--- config.mk ---
export PLATFORM = sky130hd
export DESIGN_NAME = display_seq_ctrl
export DESIGN_NICKNAME = d
export VERILOG_FILES = /design/src/rtl/display_pkg.sv /design/src/rtl/display_timing_cnt.sv /design/src/rtl/display_seq_ctrl.sv
export SDC_FILE = /design/constraint.sdc
export NUM_CORES = 1
export LEC_CHECK = 0
export CAP_MARGIN = 40
export CORE_MARGIN = 3
export CORE_UTILIZATION = 55
export CTS_CLUSTER_DIAMETER = 200
export DETAILED_ROUTE_END_ITERATION = 8
export GPL_TIMING_DRIVEN = 0
export PLACE_DENSITY = 0.78
export SLEW_MARGIN = 10
export SYNTH_ARGS = -nofsm -noshare
export SYNTH_HDL_FRONTEND = slang
export SYNTH_SLANG_ARGS = --single-unit
--- constraint.sdc ---
create_clock -name clk -period 4.9 [get_ports clk]
set_input_delay 0.98 -clock clk [delete_from_list [all_inputs] [get_ports clk]]
set_output_delay 0.98 -clock clk [all_outputs]
set_load 0.02 [all_outputs]
--- src/rtl/display_pkg.sv ---
// Shared types and defaults for the display sequencer: FSM state encoding and
// the default counter/channel widths used by the top and its timing counter.
package display_pkg;

  localparam int CNT_W_DEF  = 10;
  localparam int ADDR_W_DEF = 16;
  localparam int NUM_CH_DEF = 3;

  // Channel counter is sized for the largest legal NUM_CH (4).
  localparam int CH_W = 2;

  typedef enum logic [1:0] {
    ST_IDLE   = 2'd0,
    ST_VBLANK = 2'd1,
    ST_HBLANK = 2'd2,
    ST_ACTIVE = 2'd3
  } disp_state_e;

endpackage

--- src/rtl/display_timing_cnt.sv ---
// Channel/pixel/line counters for the display sequencer. The pixel counter
// advances on channel wrap; terminal-count flags are decoded for the FSM.
module display_timing_cnt
  import display_pkg::*;
#(
  parameter int CNT_W  = CNT_W_DEF,
  parameter int NUM_CH = NUM_CH_DEF
) (
  input  logic              clk,
  input  logic              rst_n,
  input  logic              en_i,
  input  logic              seg_clr_i,
  input  logic              line_inc_i,
  input  logic              line_clr_i,
  input  logic [CNT_W:0]    seg_len_i,
  output logic [CH_W-1:0]   ch_cnt_o,
  output logic [CNT_W:0]    px_cnt_o,
  output logic [CNT_W-1:0]  line_cnt_o,
  output logic              ch_last_o,
  output logic              px_last_o
);

  localparam logic [CH_W-1:0] CH_MAX = CH_W'(NUM_CH - 1);

  logic [CH_W-1:0]  ch_q, ch_d;
  logic [CNT_W:0]   px_q, px_d;
  logic [CNT_W-1:0] line_q, line_d;

  assign ch_last_o  = (ch_q == CH_MAX);
  assign px_last_o  = (px_q == (seg_len_i - (CNT_W+1)'(1)));
  assign ch_cnt_o   = ch_q;
  assign px_cnt_o   = px_q;
  assign line_cnt_o = line_q;

  always_comb begin
    ch_d   = ch_q;
    px_d   = px_q;
    line_d = line_q;
    if (en_i) begin
      if (ch_last_o) begin
        ch_d = '0;
        px_d = seg_clr_i ? '0 : (px_q + (CNT_W+1)'(1));
      end else begin
        ch_d = ch_q + CH_W'(1);
      end
    end
    if (line_clr_i) begin
      line_d = '0;
    end else if (line_inc_i) begin
      line_d = line_q + CNT_W'(1);
    end
  end

  always_ff @(posedge clk or negedge rst_n) begin
    if (!rst_n) begin
      ch_q   <= '0;
      px_q   <= '0;
      line_q <= '0;
    end else begin
      ch_q   <= ch_d;
      px_q   <= px_d;
      line_q <= line_d;
    end
  end

endmodule

--- src/rtl/display_seq_ctrl.sv ---
// Double-buffered display read sequencer: walks vblank/hblank/active timing,
// issues per-channel buffer reads and swaps buffers at frame end.
module display_seq_ctrl
  import display_pkg::*;
#(
  parameter int CNT_W  = CNT_W_DEF,
  parameter int ADDR_W = ADDR_W_DEF,
  parameter int NUM_CH = NUM_CH_DEF
) (
  input  logic              clk,
  input  logic              reset,
  input  logic              cs_display,
  input  logic [CNT_W-1:0]  cfg_hb,
  input  logic [CNT_W-1:0]  cfg_vb,
  input  logic [CNT_W-1:0]  cfg_aip,
  input  logic [CNT_W-1:0]  cfg_ail,
  input  logic [1:0]        buf_full,
  output logic              disp_buf,
  output logic              wr_buf,
  output logic              rd_en,
  output logic [ADDR_W-1:0] rd_addr,
  output logic [NUM_CH-1:0] ch_sel,
  output logic              sel_blank,
  output logic              sel_buf,
  output logic              hsync,
  output logic              vsync,
  output logic [1:0]        buf_release,
  output logic              frame_done,
  output logic              repeat_frame,
  output logic              cfg_err
);

  disp_state_e      state_q, state_d;
  logic [CNT_W-1:0] hb_q, hb_d, vb_q, vb_d, aip_q, aip_d, ail_q, ail_d;
  logic [ADDR_W-1:0] addr_q, addr_d;
  logic             disp_q, disp_d;
  logic             rdy_q;
  logic             err_hold_q, err_hold_d;
  logic             done_q, done_d, rep_q, rep_d, err_q, err_d;
  logic [1:0]       rel_q, rel_d;

  logic             cnt_en, seg_clr, line_inc, line_clr, frame_end;
  logic [CNT_W:0]   seg_len;
  logic [CH_W-1:0]  ch_cnt;
  logic [CNT_W:0]   px_cnt;
  logic [CNT_W-1:0] line_cnt;
  logic             ch_last, px_last, pix_end, line_start;

  logic [CNT_W:0]   line_len_in, vline_len;
  logic             cfg_bad_in;

  logic             vsync_q, hsync_q, rd_en_q, sel_blank_q, sel_buf_q;
  logic             disp_buf_q, wr_buf_q, frame_done_q, repeat_q, cfg_err_q;
  logic [ADDR_W-1:0] rd_addr_q;
  logic [NUM_CH-1:0] ch_sel_q;
  logic [1:0]       release_q;

  function automatic disp_state_e first_state(input logic [CNT_W-1:0] vb,
                                              input logic [CNT_W-1:0] hb);
    if (vb != '0) return ST_VBLANK;
    if (hb != '0) return ST_HBLANK;
    return ST_ACTIVE;
  endfunction

  assign line_len_in = {1'b0, cfg_hb} + {1'b0, cfg_aip};
  assign cfg_bad_in  = (cfg_aip == '0) || (cfg_ail == '0) || (line_len_in == '0);
  assign vline_len   = {1'b0, hb_q} + {1'b0, aip_q};
  assign pix_end     = ch_last && px_last;
  assign line_start  = (px_cnt == '0) && (ch_cnt == '0);

  always_comb begin
    case (state_q)
      ST_VBLANK: seg_len = vline_len;
      ST_HBLANK: seg_len = {1'b0, hb_q};
      default:   seg_len = {1'b0, aip_q};
    endcase
  end

  display_timing_cnt #(
    .CNT_W  (CNT_W),
    .NUM_CH (NUM_CH)
  ) u_timing_cnt (
    .clk        (clk),
    .rst_n      (reset),
    .en_i       (cnt_en),
    .seg_clr_i  (seg_clr),
    .line_inc_i (line_inc),
    .line_clr_i (line_clr),
    .seg_len_i  (seg_len),
    .ch_cnt_o   (ch_cnt),
    .px_cnt_o   (px_cnt),
    .line_cnt_o (line_cnt),
    .ch_last_o  (ch_last),
    .px_last_o  (px_last)
  );

  always_comb begin
    state_d    = state_q;
    hb_d       = hb_q;
    vb_d       = vb_q;
    aip_d      = aip_q;
    ail_d      = ail_q;
    addr_d     = addr_q;
    disp_d     = disp_q;
    err_hold_d = err_hold_q;
    done_d     = 1'b0;
    rep_d      = 1'b0;
    rel_d      = 2'b00;
    err_d      = 1'b0;
    cnt_en     = 1'b0;
    seg_clr    = 1'b0;
    line_inc   = 1'b0;
    line_clr   = 1'b0;
    frame_end  = 1'b0;

    case (state_q)
      ST_IDLE: begin
        // A rejected config is reported once, then ignored until cs_display drops.
        if (!cs_display) begin
          err_hold_d = 1'b0;
        end else if (rdy_q && buf_full[0] && !err_hold_q) begin
          if (cfg_bad_in) begin
            err_d      = 1'b1;
            err_hold_d = 1'b1;
          end else begin
            hb_d    = cfg_hb;
            vb_d    = cfg_vb;
            aip_d   = cfg_aip;
            ail_d   = cfg_ail;
            disp_d  = 1'b0;
            state_d = first_state(cfg_vb, cfg_hb);
          end
        end
      end
      ST_VBLANK: begin
        cnt_en = 1'b1;
        if (pix_end) begin
          seg_clr = 1'b1;
          if (line_cnt == (vb_q - CNT_W'(1))) begin
            line_clr = 1'b1;
            state_d  = (hb_q != '0) ? ST_HBLANK : ST_ACTIVE;
          end else begin
            line_inc = 1'b1;
          end
        end
      end
      ST_HBLANK: begin
        cnt_en = 1'b1;
        if (pix_end) begin
          seg_clr = 1'b1;
          state_d = ST_ACTIVE;
        end
      end
      ST_ACTIVE: begin
        cnt_en = 1'b1;
        if (ch_last) addr_d = addr_q + ADDR_W'(1);
        if (pix_end) begin
          seg_clr = 1'b1;
          if (line_cnt == (ail_q - CNT_W'(1))) begin
            frame_end = 1'b1;
          end else begin
            line_inc = 1'b1;
            state_d  = (hb_q != '0) ? ST_HBLANK : ST_ACTIVE;
          end
        end
      end
      default: state_d = ST_IDLE;
    endcase

    // Frame end: swap to the other buffer if the writer filled it, else repeat.
    if (frame_end) begin
      line_clr = 1'b1;
      addr_d   = '0;
      done_d   = 1'b1;
      if (buf_full[~disp_q]) begin
        disp_d        = ~disp_q;
        rel_d[disp_q] = 1'b1;
      end else begin
        rep_d = 1'b1;
      end
      if (!cs_display) begin
        state_d = ST_IDLE;
      end else if (cfg_bad_in) begin
        err_d      = 1'b1;
        err_hold_d = 1'b1;
        state_d    = ST_IDLE;
      end else begin
        hb_d    = cfg_hb;
        vb_d    = cfg_vb;
        aip_d   = cfg_aip;
        ail_d   = cfg_ail;
        state_d = first_state(cfg_vb, cfg_hb);
      end
    end
  end

  always_ff @(posedge clk or negedge reset) begin
    if (!reset) begin
      state_q    <= ST_IDLE;
      hb_q       <= '0;
      vb_q       <= '0;
      aip_q      <= '0;
      ail_q      <= '0;
      addr_q     <= '0;
      disp_q     <= 1'b0;
      rdy_q      <= 1'b0;
      err_hold_q <= 1'b0;
      done_q     <= 1'b0;
      rep_q      <= 1'b0;
      rel_q      <= 2'b00;
      err_q      <= 1'b0;
    end else begin
      state_q    <= state_d;
      hb_q       <= hb_d;
      vb_q       <= vb_d;
      aip_q      <= aip_d;
      ail_q      <= ail_d;
      addr_q     <= addr_d;
      disp_q     <= disp_d;
      rdy_q      <= 1'b1;
      err_hold_q <= err_hold_d;
      done_q     <= done_d;
      rep_q      <= rep_d;
      rel_q      <= rel_d;
      err_q      <= err_d;
    end
  end

  // Output stage: every output is a flop decoded from the current state, so
  // buffer-select and event pulses stay aligned with the data strobes.
  always_ff @(posedge clk or negedge reset) begin
    if (!reset) begin
      vsync_q      <= 1'b0;
      hsync_q      <= 1'b0;
      rd_en_q      <= 1'b0;
      rd_addr_q    <= '0;
      ch_sel_q     <= '0;
      sel_blank_q  <= 1'b0;
      sel_buf_q    <= 1'b0;
      disp_buf_q   <= 1'b0;
      wr_buf_q     <= 1'b1;
      frame_done_q <= 1'b0;
      repeat_q     <= 1'b0;
      release_q    <= 2'b00;
      cfg_err_q    <= 1'b0;
    end else begin
      vsync_q      <= (state_q == ST_VBLANK) && line_start && (line_cnt == '0);
      hsync_q      <= line_start && ((state_q == ST_HBLANK) ||
                                     ((state_q == ST_ACTIVE) && (hb_q == '0)));
      rd_en_q      <= (state_q == ST_ACTIVE);
      rd_addr_q    <= (state_q == ST_ACTIVE) ? addr_q : '0;
      ch_sel_q     <= (state_q == ST_ACTIVE) ? (NUM_CH'(1) << ch_cnt) : '0;
      sel_blank_q  <= (state_q == ST_VBLANK) || (state_q == ST_HBLANK);
      sel_buf_q    <= (state_q == ST_ACTIVE);
      disp_buf_q   <= disp_q;
      wr_buf_q     <= ~disp_q;
      frame_done_q <= done_q;
      repeat_q     <= rep_q;
      release_q    <= rel_q;
      cfg_err_q    <= err_q;
    end
  end

  assign vsync        = vsync_q;
  assign hsync        = hsync_q;
  assign rd_en        = rd_en_q;
  assign rd_addr      = rd_addr_q;
  assign ch_sel       = ch_sel_q;
  assign sel_blank    = sel_blank_q;
  assign sel_buf      = sel_buf_q;
  assign disp_buf     = disp_buf_q;
  assign wr_buf       = wr_buf_q;
  assign frame_done   = frame_done_q;
  assign repeat_frame = repeat_q;
  assign buf_release  = release_q;
  assign cfg_err      = cfg_err_q;

endmodule

==> metrics.md <==
| Metric | Value |
|---|---|
| Number of synthesized flops with an enable pin | `0` |
| DRC Markers | `0` |
| Synth unique cells | `72` |
| Die H | `120 microns` |
| Worst-margin pin slew | `0.804 ns` |
| Sequential area share after synthesis | `about two fifths` |
| Setup crit end kind | `flip-flop` |
| TritonCTS Sinks | `119` |
| Final setup vio count | `0` |
| TritonRoute pass-1 iters | `5` |
| Synth top cells by count | `118 x dfrtp_1, 64 x nor2_1, 48 x nand2_1, 38 x inv_1, 38 x mux2_1` |
| Critical Path Source Type | `flip-flop` |
| RSZ-0062 raised after global routing | `no` |
| Pwr/cell area | `388 mW/mm^2` |
| WL final | `17,500 microns` |
| Synth Net Count | `between 800 and 900` |
| Max clock buf depth | `2` |
| Max-Slew Margin vs Limit | `roughly 46%` |
| CP required | `5.20 ns` |
| Grt total ovfl | `0` |
| Worst path most repeated cell | `or4_1` |
| Die Area | `0.0144 sq mm` |
| Worst setup path category | `flip-flop to flip-flop` |
| Root buffer cell | `clkbuf_16` |
| Worst hold path class | `flip-flop to flip-flop` |
| Min Hold Slack | `around 0.35 ns` |
| Reg-to-reg slack, setup | `0.19 ns` |
| Antenna Violating Nets Remaining | `0` |
| Worst EP arrival | `5.01 ns` |
| Post-DP HPWL | `12,900 microns` |
| CTS tree | `built` |
| Crit path cell chain | `ha_1, inv_1, fa_1, nand2b_1, a211oi_1, mux2i_1, nand2_1, or4_1, or4_1, o211a_2, a2111o_1, a21oi_4, buf_6, mux2_1` |
| Die W | `120 microns` |
| Min Clock Period, post-route | `4.71 ns` |
| Antenna violations before repair | `0` |
| Via count | `6,056` |
| Core Util, Final | `71.6%` |
| Crit path largest cell delay | `0.60 ns` |
| Top Ports | `76` |
| Post-CTS Hold Fix Bufs | `0` |
| Share of cells above drive strength 1 | `8.98%` |
| Gate Count Post-Synth | `729` |
| GRT Overall Usage | `24.9%` |
| Max Cap Violations | `0` |
| Initial Utilization | `57.7%` |
| Final hold vios | `0` |
| Most common flop cell mapped by yosys | `dfrtp_1` |
| Fmax | `213 MHz` |
| Placed Instances | `973` |
| Routed length per instance | `roughly 17 microns` |
| Crit path max-delay family | `simple AND/OR/NAND/NOR gates` |
| Final Skew | `0.00700 ns` |
| Top-count cell post-synth | `dfrtp_1` |
| Worst-path fanout max | `10` |
| Rows | `40` |
| Most area-consuming cells after synthesis | `dfrtp_1 41%, mux2_1 6.0%, ha_1 5.8%, xnor2_1 4.1%, nor2_1 3.4%` |
| Ys async rst share | `100%` |
| Yosys top cell area share | `around two fifths` |
| Initial drt markers | `between 300 and 400` |
| Number of global-route vias before repair | `5,809` |
| CTS clock-pin slew for the worst setup and hold paths | `0.06 ns` |
| First-pass GRT wire length | `28,300 microns` |
| Mapped Area | `0.00713 sq mm` |
| #FFs+latches synth | `119` |
| Non-filler cells, final | `between 1,000 and 1,500` |
| Worst path slowest cell | `or4_1` |
| Clk_lat worst skew | `0.43 ns` |
| VDD IR-drop max | `about 0.2 mV` |
| Avg Cell Area, Syn | `9.78 sq um` |
| Mean number of vias per cell | `approximately 6.0` |
| Slew Limit Fails | `0` |
| Buf+Inv Stages, Crit Path | `2` |
| H-tree depth | `4` |
| CTS Buf Count | `17` |
| Synth area leader | `dfrtp_1` |
| Port Buffers | `75` |
| P&R area growth vs syn | `24.2%` |
| Lkg Pwr | `~3.8 nW` |
| # diodes | `0` |
| YS warnings | `0` |
| Layout Nets | `913` |
| Largest net degree at the start of global routing | `75` |
| Status | `finished clean` |
| Filler Cells Inserted | `897` |
| CORE AREA | `~0.012 sq mm` |
| Final GP Congestion | `0.896` |
| Period utilization | `96.0%` |
sequential cells by signal, summed over array words and instances, names as in the netlist, 2 cells and up:
name	flops
u_timing_cnt.ch_cnt_o	2
ail_q	10
hb_q	10
u_timing_cnt.px_cnt_o	11
aip_q	10
rel_q	2
u_timing_cnt.line_cnt_o	10
ch_sel	3
addr_q	16
rd_addr	16
state_q	2
buf_release	2
vb_q	10
worst paths after layout:
check                                    from                              endpoint  cells after the start
max                        aip_q[0]$_DFF_PN0_                     vb_q[2]$_DFF_PN0_                     14
min reg2reg                   rep_q$_DFF_PN0_                repeat_frame$_DFF_PN0_                      0
min in group asynchronous               reset  u_timing_cnt.px_cnt_o[2]$_DFFE_PN0P_                      1
max in group asynchronous               reset                      wr_buf$_DFF_PN1_                      2
min                           rep_q$_DFF_PN0_                repeat_frame$_DFF_PN0_                      0
max reg2reg                aip_q[0]$_DFF_PN0_                     vb_q[2]$_DFF_PN0_                     14
kinds of logic after synthesis:
| group | after synthesis | share of synthesized area (%) |
|---|---|---|
| xor gates and xnor gates | 53 | 6.70 |
| and+or+nand+nor | 273 | 20.0 |
| AOI/OAI and AO/OA | 132 | 13.0 |
| adders and majority gates | 35 | 6.35 |
| DFF | 119 | 41.8 |
| other | 1 | 0.0526 |
| buffers and inverters | 63 | 3.93 |
| muxes | 53 | 8.16 |
cell type report:
cell class,instances,area [sq um],area share [%]
buffer,24,139,1.57
clock buffer,18,429,4.85
clock inverter,14,189,2.13
inverter,38,143,1.61
multi-input combinational,547,3910,44.2
sequential,119,2980,33.7
tap,168,210,2.37
timing repair buffer,86,855,9.65
cells in the final DEF, fill, tap and decap left out, types with 11 or more instances in the layout:
cell type	instances
dfrtp_1	117
clkdlybuf4s50_1	74
nor2_1	64
nand2_1	48
inv_1	38
mux2_1	38
xnor2_1	33
ha_1	33
a21oi_1	32
nand3_1	30
o21ai_0	23
and2_1	20
xor2_1	19
nor4_1	19
clkbuf_16	17
or4_1	15
clkbuf_1	14
buf_4	13
nand2b_1	12
mux2i_1	12
nor3_1	11
and3_1	11
layer usage:
metal  global-route usage [%]  vias up  share of wire [%]  wire [microns]
met3                     5.04       33                5.3             935
met1                     31.3     2989                 43            7590
met5                        0        -                  0               0
li1                         -     2838                  -               -
met4                     9.52        0                2.4             412
met2                     42.3      196                 49            8580
power by group:
| part | internal, mW | switching [mW] |
|---|---|---|
| sequential | 1.08 | 0.0947 |
| clock | 0.814 | 0.492 |
| combinational | 0.417 | 0.538 |
| total | 2.31 | 1.13 |
per-stage QoR:
step	setup WS (ns)	instance area (sq um)	power [mW]	setup TNS, ns
after floorplan	0.564	7130	1.79	0
after global placement	-1.45	8090	2.04	-170.81
after detailed placement	0.0810	8120	2.08	0
after CTS	0.0470	8740	3.40	0
after global routing	0.0348	8850	3.60	0
final	0.194	8850	3.43	0
worst reg2reg max path: stages (launching register included):
cell and delay (ns):
dfrtp_1 0.42, ha_1 0.22, inv_1 0.06, fa_1 0.39
nand2b_1 0.23, a211oi_1 0.29, mux2i_1 0.25, nand2_1 0.14
or4_1 0.60, or4_1 0.56, o211a_2 0.19, a2111o_1 0.38
a21oi_4 0.29, buf_6 0.21, mux2_1 0.34
timing repair:
action                     4_1_cts  5_1_grt
setup endpoints to repair        0       60
gates resized for setup          0       11
buffers inserted                 0       10
Power figures use the tool's default switching activity.
